File: config.mk
export PLATFORM = sky130hd
export DESIGN_NAME = apes_adc_mon
export DESIGN_NICKNAME = d
export VERILOG_FILES = /design/src/rtl/apes_adc_mon.sv
export SDC_FILE = /design/constraint.sdc
export NUM_CORES = 1
export LEC_CHECK = 0
export CAP_MARGIN = 20
export CELL_PAD_IN_SITES_DETAIL_PLACEMENT = 1
export CELL_PAD_IN_SITES_GLOBAL_PLACEMENT = 2
export CORE_ASPECT_RATIO = 0.5
export CORE_UTILIZATION = 45
export CTS_CLUSTER_SIZE = 40
export DETAILED_ROUTE_END_ITERATION = 10
export DONT_BUFFER_PORTS = 1
export PLACE_DENSITY_LB_ADDON = 0.08
export SETUP_SLACK_MARGIN = 0.02
export SLEW_MARGIN = 10
export SYNTH_ARGS = -nofsm -noshare
export SYNTH_HDL_FRONTEND = slang
export SYNTH_SLANG_ARGS = --single-unit
File: constraint.sdc
create_clock -name clk -period 23.9 [get_ports clk]
set_input_delay 2.39 -clock clk [delete_from_list [all_inputs] [get_ports clk]]
set_output_delay 2.39 -clock clk [all_outputs]
set_load 0.005 [all_outputs]
File: src/rtl/apes_adc_mon.sv
`default_nettype none
// ----------------------------------------------------------------------------
// apes_adc_mon : ADC sweep monitor, 4-sweep boxcar average + sticky limit alarms
// Rev 1.0
// ----------------------------------------------------------------------------
module apes_adc_mon (
  input  logic        clk,
  input  logic        rst,
  input  logic        regw_pls,
  input  logic [8:0]  Lcla,
  input  logic [31:0] Lcld,
  input  logic        adc_int,
  input  logic [11:0] val_adc0,
  input  logic [11:0] val_adc1,
  input  logic [11:0] val_adc2,
  input  logic [11:0] val_adc3,
  input  logic [11:0] val_adc4,
  input  logic [11:0] val_adc5,
  input  logic [11:0] val_adc6,
  input  logic [11:0] val_adc7,
  output logic [11:0] avg_ch0,
  output logic [11:0] avg_ch1,
  output logic [11:0] avg_ch2,
  output logic [11:0] avg_ch3,
  output logic [11:0] avg_ch4,
  output logic [11:0] avg_ch5,
  output logic [11:0] avg_ch6,
  output logic [11:0] avg_ch7,
  output logic [7:0]  alm_hi,
  output logic [7:0]  alm_lo,
  output logic        mon_int,
  output logic [31:0] mon_cs_rg
);

  typedef enum logic [1:0] {
    S_IDLE   = 2'b00,
    S_SETTLE = 2'b01,
    S_PROC   = 2'b10,
    S_DONE   = 2'b11
  } state_t;

  localparam logic [8:0] C_CTL_ADDR = 9'h020;

  state_t      state_q, state_d;
  logic        adc_int_dly_q, adc_int_dly_d;
  logic        en_q, en_d, ien_q, ien_d;
  logic [1:0]  settle_q, settle_d;
  logic [2:0]  ch_q, ch_d;
  logic [1:0]  sweep_cnt_q, sweep_cnt_d;
  logic [7:0]  alm_hi_q, alm_hi_d, alm_lo_q, alm_lo_d;
  logic        mon_int_q, mon_int_d, ovr_q, ovr_d;
  logic        new_alm_q, new_alm_d;
  logic [13:0] sum_q [8];
  logic [13:0] sum_d [8];
  logic [11:0] avg_q [8];
  logic [11:0] avg_d [8];
  logic [11:0] hi_q  [8];
  logic [11:0] hi_d  [8];
  logic [11:0] lo_q  [8];
  logic [11:0] lo_d  [8];

  logic [11:0] w_val [8];
  logic        w_sweep_pls;
  logic        w_wr_ctl, w_wr_lim;
  logic [2:0]  w_lim_idx;
  logic [13:0] w_total;
  logic [11:0] w_avg;
  logic        w_unused;

  assign w_val[0] = val_adc0;
  assign w_val[1] = val_adc1;
  assign w_val[2] = val_adc2;
  assign w_val[3] = val_adc3;
  assign w_val[4] = val_adc4;
  assign w_val[5] = val_adc5;
  assign w_val[6] = val_adc6;
  assign w_val[7] = val_adc7;

  assign w_sweep_pls = adc_int & ~adc_int_dly_q;
  assign w_wr_ctl    = regw_pls && (Lcla == C_CTL_ADDR);
  // Limit block 0x040..0x05C, word aligned
  assign w_wr_lim    = regw_pls && (Lcla[8:5] == 4'b0010) && (Lcla[1:0] == 2'b00);
  assign w_lim_idx   = Lcla[4:2];
  assign w_total     = sum_q[ch_q] + {2'b00, w_val[ch_q]};
  assign w_avg       = w_total[13:2];
  assign w_unused    = ^{Lcld[29:28], Lcld[15:12]};

  always_comb begin
    state_d       = state_q;
    adc_int_dly_d = adc_int;
    en_d          = en_q;
    ien_d         = ien_q;
    settle_d      = settle_q;
    ch_d          = ch_q;
    sweep_cnt_d   = sweep_cnt_q;
    alm_hi_d      = alm_hi_q;
    alm_lo_d      = alm_lo_q;
    mon_int_d     = mon_int_q;
    ovr_d         = ovr_q;
    new_alm_d     = new_alm_q;
    for (int i = 0; i < 8; i++) begin
      sum_d[i] = sum_q[i];
      avg_d[i] = avg_q[i];
      hi_d[i]  = hi_q[i];
      lo_d[i]  = lo_q[i];
    end

    // Clears are applied first so any set below in the same clock wins
    if (w_wr_ctl) begin
      en_d  = Lcld[0];
      ien_d = Lcld[1];
      if (Lcld[30]) begin
        alm_hi_d = '0;
        alm_lo_d = '0;
      end
      if (Lcld[31]) begin
        mon_int_d = 1'b0;
        ovr_d     = 1'b0;
      end
    end
    if (w_wr_lim) begin
      hi_d[w_lim_idx] = Lcld[27:16];
      lo_d[w_lim_idx] = Lcld[11:0];
    end

    if (!en_q) begin
      state_d     = S_IDLE;
      sweep_cnt_d = '0;
      for (int i = 0; i < 8; i++) sum_d[i] = '0;
    end else begin
      if (w_sweep_pls && (state_q != S_IDLE)) ovr_d = 1'b1;
      case (state_q)
        S_IDLE: begin
          if (w_sweep_pls) begin
            settle_d  = 2'd3;
            new_alm_d = 1'b0;
            state_d   = S_SETTLE;
          end
        end
        S_SETTLE: begin
          if (settle_q == 2'd0) begin
            ch_d    = 3'd0;
            state_d = S_PROC;
          end else begin
            settle_d = settle_q - 2'd1;
          end
        end
        S_PROC: begin
          if (sweep_cnt_q != 2'd3) begin
            sum_d[ch_q] = w_total;
          end else begin
            avg_d[ch_q] = w_avg;
            sum_d[ch_q] = '0;
            if (w_avg > hi_q[ch_q]) begin
              alm_hi_d[ch_q] = 1'b1;
              if (!alm_hi_q[ch_q]) new_alm_d = 1'b1;
            end
            if (w_avg < lo_q[ch_q]) begin
              alm_lo_d[ch_q] = 1'b1;
              if (!alm_lo_q[ch_q]) new_alm_d = 1'b1;
            end
          end
          if (ch_q == 3'd7) state_d = S_DONE;
          else              ch_d    = ch_q + 3'd1;
        end
        S_DONE: begin
          sweep_cnt_d = sweep_cnt_q + 2'd1;
          if ((sweep_cnt_q == 2'd3) && new_alm_q && ien_q) mon_int_d = 1'b1;
          state_d = S_IDLE;
        end
        default: state_d = S_IDLE;
      endcase
    end
  end

  always_ff @(posedge clk or posedge rst) begin
    if (rst) begin
      state_q       <= S_IDLE;
      adc_int_dly_q <= 1'b0;
      en_q          <= 1'b0;
      ien_q         <= 1'b0;
      settle_q      <= '0;
      ch_q          <= '0;
      sweep_cnt_q   <= '0;
      alm_hi_q      <= '0;
      alm_lo_q      <= '0;
      mon_int_q     <= 1'b0;
      ovr_q         <= 1'b0;
      new_alm_q     <= 1'b0;
      for (int i = 0; i < 8; i++) begin
        sum_q[i] <= '0;
        avg_q[i] <= '0;
        hi_q[i]  <= 12'hFFF;
        lo_q[i]  <= 12'h000;
      end
    end else begin
      state_q       <= state_d;
      adc_int_dly_q <= adc_int_dly_d;
      en_q          <= en_d;
      ien_q         <= ien_d;
      settle_q      <= settle_d;
      ch_q          <= ch_d;
      sweep_cnt_q   <= sweep_cnt_d;
      alm_hi_q      <= alm_hi_d;
      alm_lo_q      <= alm_lo_d;
      mon_int_q     <= mon_int_d;
      ovr_q         <= ovr_d;
      new_alm_q     <= new_alm_d;
      for (int i = 0; i < 8; i++) begin
        sum_q[i] <= sum_d[i];
        avg_q[i] <= avg_d[i];
        hi_q[i]  <= hi_d[i];
        lo_q[i]  <= lo_d[i];
      end
    end
  end

  assign avg_ch0   = avg_q[0];
  assign avg_ch1   = avg_q[1];
  assign avg_ch2   = avg_q[2];
  assign avg_ch3   = avg_q[3];
  assign avg_ch4   = avg_q[4];
  assign avg_ch5   = avg_q[5];
  assign avg_ch6   = avg_q[6];
  assign avg_ch7   = avg_q[7];
  assign alm_hi    = alm_hi_q;
  assign alm_lo    = alm_lo_q;
  assign mon_int   = mon_int_q;
  assign mon_cs_rg = {mon_int_q, ovr_q, 6'd0, alm_hi_q, alm_lo_q, 2'd0,
                      state_q, sweep_cnt_q, ien_q, en_q};

endmodule
`default_nettype wire

==> flow_summary.toml, run 1 <==
[detailed_routing]
via_per_inst = 6.29
drc = 0
wl_per_cell_um = 27.1
drt_first_pass_iters = 5
ant_nets = 0
routed_wl_mm = 64.3
vias = 14900
drt-initial-drc-count = 1047

[worst_hold_path]
holdPathStages = 2
min_from = "sum_q[19]"
hold_path_class = "flop to flop"
hold_end = "sum_q[19]"

[timing]
clock_skew_ns = 0.0237
max_clock_freq_mhz = 124
drv_slew = 0
finalCriticalPeriod_ns = 8.05
rsz0062_at_grt = "false"
fin_ws_ns = 15.85
hold_violations = 0
fin_crit_sh = 0.337
worst_pin_slew_ns = 1.13
finalSetupViolations = 0
slew_headroom = 0.243
tns_ns = 0

[power_and_ir_drop]
peakVddDrop_mv = 0.0465
power_density_mw_per_mm2 = 66.0
leakage_uw = 0.00963

[worst_setup_path]
crit_chain = "and3_2, buf_4, a22oi_1, nand4_1, ha_1, and3_2, a221o_1, a2111o_1, a32oi_4, xor2_4, inv_1, ha_1, and4_1, nand4_1, nand2_1, o21ai_1, a2111oi_0, a211oi_1"
slowest_delay_ns = 0.98
reg2reg_depth = 18
path_max_fanout = 30
timing.rr.start = "ch_q[0]"
cp.buffers_inverters = 2
worst-endpoint-required_ns = 24.37
crit_family = "compound AO/OA/AOI/OAI gates"
r2r_end = "new_alm_q"
regToRegSetupSlack_ns = 15.85
criticalPathCategory = "flop to flop"
slowest_stage = "dfrtp_1"
arrival_ns = 8.52
start_kind = "flop"
endpoint_kind = "flop"

[synthesis]
synth_top_area_share = 0.410
synthFlopType = "dfrtp_1"
syn_inst = 1822
avgSynthCellArea_um2 = 11.2
synthTopCellsByArea = "dfrtp_1 41%, dfstp_2 12%, mux2_2 11%"
synth_edf_count = 0
yosysUniqueCellTypes = 74
synth_area_mm2 = 0.0204
synth-seq-cells = 431
yosysTopAreaCell = "dfrtp_1"
synth_seq_area_share = 0.534
synth_warnings = 0
async_flop_share = 1.00

[die]
initial_utilization = 0.462
io_pins = 286
core-area_mm2 = 0.0442
rows = 54
die_area_mm2 = 0.0463
die_w_um = 303
die_h_um = 153

[grt]
grt_max_degree = 147
antenna_found_initial = 0
grt_overflow = 0
grt_pass1_vias = 16000
grt_use_total = 0.278
grt_pass1_wl_mm = 99.0

[cells_and_area]
final_common_cell = "dfrtp_1"
fin_nets = 1937
drive_above_1_share = 0.249
final_cell_area_mm2 = 0.0223
diodes = 0
area_growth_pct = 9.05
instances_no_fill = 2373
utilization = 0.504
mostFrequentLayoutCells = "334 x dfrtp_1, 208 x nand2_1, 197 x mux2_2"

[clocking]
cts_tree = "done"
root_buffer = "clkbuf_16"
post_cts_resize_count = 0
cts_buffers = 41
htree_levels = 2
clk_pin_slew_worst_paths_ns = 0.07
cts_buffer_depth = 3
postCtsHoldBufs = 0
clock_sinks = 431
post_cts_buffers = 0
clk_latency_ns = 0.56

[placement]
port_buffers = 0
gp_congestion = 0.824
dpl.hpwl_mm = 39.9
place_inst = 2294
dp_slack_ns = 15.75
place_area_mm2 = 0.0208

[job]
drv_cap = 0

[outcome]
status = "finished, final reports clean"
how the worst max path moves through the flow:
stage                startpoint  slack [ns]  cells past startpoint       endpoint
finish                  ch_q[0]       15.85                     18      new_alm_q
global route            ch_q[0]       15.53                     18      new_alm_q
CTS                     ch_q[0]       15.83                     18      new_alm_q
detailed placement  val_adc7[8]       15.75                     16      new_alm_q
global placement    val_adc7[8]       15.91                     16      new_alm_q
floorplan                   rst        9.67                      1  adc_int_dly_q
kinds of logic (layout without fill, tap and decap cells):
logic type,Yosys count,count (layout),synth area share
buffers and inverters,186,142,0.0405
muxes,210,210,0.119
xor gates and xnor gates,10,10,0.00558
AOI/OAI and AO/OA,480,480,0.165
DFF,431,431,0.534
adders and majority gates,44,44,0.0273
and+or+nand+nor,460,460,0.108
other,1,8,0.000184
metal layers:
metal,vias up,part of all wire,track usage
met3,84,0.060,0.0483
met2,394,0.47,0.455
li1,6517,-,-
met5,-,0,0
met1,7923,0.45,0.388
met4,0,0.018,0.0560
worst reg2reg max path: stages, from the launching register on:
cell	delay, ns
dfrtp_1	0.98
and3_2	0.95
buf_4	0.58
a22oi_1	0.31
nand4_1	0.24
ha_1	0.32
and3_2	0.26
a221o_1	0.39
a2111o_1	0.47
a32oi_4	0.56
xor2_4	0.64
inv_1	0.16
ha_1	0.35
and4_1	0.24
nand4_1	0.10
nand2_1	0.06
o21ai_1	0.76
a2111oi_0	0.28
a211oi_1	0.30
stage by stage:
step | hold slack (ns) | total power (uW)
finish | 0.485 | 1470
global route | 0.518 | 1520
CTS | 0.487 | 1480
detailed placement | 0.473 | 814
global placement | 0.462 | 810
floorplan | 0.449 | 796
final cells by class:
| cell class | instances | area, um2 |
|---|---|---|
| Fill cell | 4606 | 21900 |
| Tap cell | 588 | 736 |
| Inverter | 27 | 109 |
| Clock buffer | 63 | 1220 |
| Clock inverter | 13 | 121 |
| Multi-Input combinational cell | 1212 | 8830 |
| Timing Repair Buffer | 39 | 353 |
| Sequential cell | 431 | 10900 |
flip-flops by register name, indices dropped and copies added (netlist names), 2 cells and up:
name         count
avg_ch2         12
avg_ch6         12
sweep_cnt_q      2
hi_q            96
avg_ch5         12
lo_q            96
settle_q         2
avg_ch7         12
alm_hi           8
state_q          2
avg_ch1         12
avg_ch4         12
alm_lo           8
avg_ch3         12
avg_ch0         12
sum_q          112
ch_q             3
Yosys cell counts, drive strengths merged, types with 18 or more instances:
master  count
a21boi     33
nand4      31
a221oi     21
a32o       23
a22oi     147
nor2b      18
nand3      71
a21oi      19
a22o       21
nand2     209
clkbuf    101
nor2       31
mux2      197
buf        58
dfrtp     335
ha         43
dfstp      96
and2       21
o21ai     154
and3       27
inv        27
report_power, final:
part           total (uW)  internal [uW]  leakage, uW  switching (uW)
combinational        55.0           17.7      0.00382            37.3
sequential            747            742      0.00514            4.90
clock                 669            375     0.000664             293
Note: power is estimated with default switching activity, not from simulation.
==> inputs of run 2 (changes only) <==
Settings changed: CORE_UTILIZATION 45 to 42.
Clock period 23.9 ns to 8.22 ns, I/O delays scaled along.
==> run 2 against run 1 <==
  * Core utilization down 3.0 points
  * Setup slack got worse by 14 ns
  * Sequential power grew to 2.9 times the previous value
  * Via count up 0.58%
  * Wire length grew 3.2%
  * Critical endpoint unchanged
  * Largest power group unchanged
==> flow_summary.toml, run 2 (synthesis gave the netlist of run 1 again) <==
[clocking]
post_cts_buffers = 0
cts_tree = "done"
cts_buffer_depth = 3
clock_sinks = 431
cts_buffers = 42
post_cts_resize_count = 0
clk_pin_slew_worst_paths_ns = 0.07
htree_levels = 2
postCtsHoldBufs = 0
clk_latency_ns = 0.57
root_buffer = "clkbuf_16"

[timing]
finalSetupViolations = 0
finalCriticalPeriod_ns = 6.73
slew_headroom = 0.145
hold_violations = 0
max_clock_freq_mhz = 149
worst_pin_slew_ns = 1.28
clock_skew_ns = 0.0168
drv_slew = 0
rsz0062_at_grt = "false"
fin_crit_sh = 0.818
tns_ns = 0

[grt]
grt_pass1_vias = 16000
antenna_found_initial = 0
grt_use_total = 0.268
grt_overflow = 0
grt_pass1_wl_mm = 100
grt_max_degree = 187

[job]
drv_cap = 0

[die]
rows = 56
die_w_um = 314
initial_utilization = 0.431
die_area_mm2 = 0.0496
io_pins = 286
die_h_um = 158
core-area_mm2 = 0.0474

[worst_setup_path]
endpoint_kind = "flop"
criticalPathCategory = "flop to flop"
slowest_delay_ns = 0.79
cp.buffers_inverters = 4
crit_chain = "buf_4, and3b_2, buf_4, a22oi_1, nand4_1, ha_1, a21o_1, a221o_1, a2111o_1, a32oi_4, xor2_4, inv_1, ha_1, and4_1, a41o_1, o21ai_0, o21ai_1, buf_4, a2111oi_0, a211oi_1"
slowest_stage = "and3b_2"
crit_path_frequent_cell = "buf_4"
arrival_ns = 7.16
worst-endpoint-required_ns = 8.66
crit_family = "compound AO/OA/AOI/OAI gates"
path_max_fanout = 25
start_kind = "flop"

[placement]
port_buffers = 0
dpl.hpwl_mm = 42.0
place_inst = 2362
gp_congestion = 0.836

[cells_and_area]
diodes = 0
largest_register_ffs = 112
fin_nets = 1955
largest_register = "sum_q"
drive_above_1_share = 0.259
area_growth_pct = 10.1
n_fill_cell = 4945
largestRegisters = "sum_q x112, hi_q x96, lo_q x96"
mostFrequentLayoutCells = "334 x dfrtp_1, 208 x nand2_1, 197 x mux2_2"
final_common_cell = "dfrtp_1"
instances_no_fill = 2440

[detailed_routing]
top_layer = "met4"
vias = 15000
drt-initial-drc-count = 1007
wl_per_cell_um = 27.2
wirelength_met1_mm = 29.5
ant_nets = 0
dr_wl_met3_mm = 4.22
routed_wl_mm = 66.3
drt_first_pass_iters = 5
via_per_inst = 6.15
wl_met2_mm = 31.7
drc = 0

[power_and_ir_drop]
power_density_mw_per_mm2 = 190
leakage_uw = 0.00971
peakVddDrop_mv = 0.118

[outcome]
status = "finished, final reports clean"

[worst_hold_path]
hold_path_class = "input port to async pin"
[run 2: cell types whose count changed in the layout (fill, tap and decap cells not counted), moves of 2 or more]
cell,delta
buf_12,+3
buf_16,-2
buf_4,+15
bufinv_16,-2
clkbuf_1,-4
clkbuf_8,+7
clkinv_2,-4
clkinvlp_4,+4
[run 2: power breakdown]
group | switching (uW) | internal [uW]
clock network | 855 | 1090
registers | 14.1 | 2160
logic | 110 | 51.6
[run 2: metrics by stage]
stage | util | total power (uW) | setup WS [ns] | hold WS (ns) | cell area [um2]
5_1_grt | 0.474 | 4430 | 1.13 | 0.157 | 22500
3_5_place_dp | 0.444 | 2370 | 1.61 | 0.472 | 21100
6_report | 0.474 | 4280 | 1.49 | 0.145 | 22500
2_1_floorplan | - | 2320 | 1.66 | 0.449 | 20500
3_3_place_gp | 0.444 | 2360 | 1.76 | 0.464 | 21100
4_1_cts | 0.473 | 4330 | 1.59 | 0.247 | 22400
[run 2: final timing paths]
check                               start       endpoint  slack (ns)  cells after the start
worst min register to register  sum_q[20]      sum_q[20]        0.49                      2
worst min-delay path                  rst      sum_q[68]        0.14                      1
worst max register to register    ch_q[2]      new_alm_q        1.49                     20
min in group clk                  adc_int  adc_int_dly_q        0.28                      0
worst max-delay path              ch_q[2]      new_alm_q        1.49                     20
max in group asynchronous             rst       sum_q[2]        6.19                      3
[run 2: final cells by class]
class                           count  area, um2  area share
Tap cell                          638        798      0.0355
Sequential cell                   431      10900       0.485
Clock buffer                       66       1300      0.0579
Multi-Input combinational cell   1212       8830       0.393
Inverter                           27        105     0.00467
Clock inverter                     10       63.8     0.00284
Timing Repair Buffer               56        485      0.0216
[run 2: layer usage]
metal,vias to the layer above,track usage
li1,6556,-
met1,7936,0.360
met2,438,0.447
met3,74,0.0558
met4,0,0.0609
met5,-,0
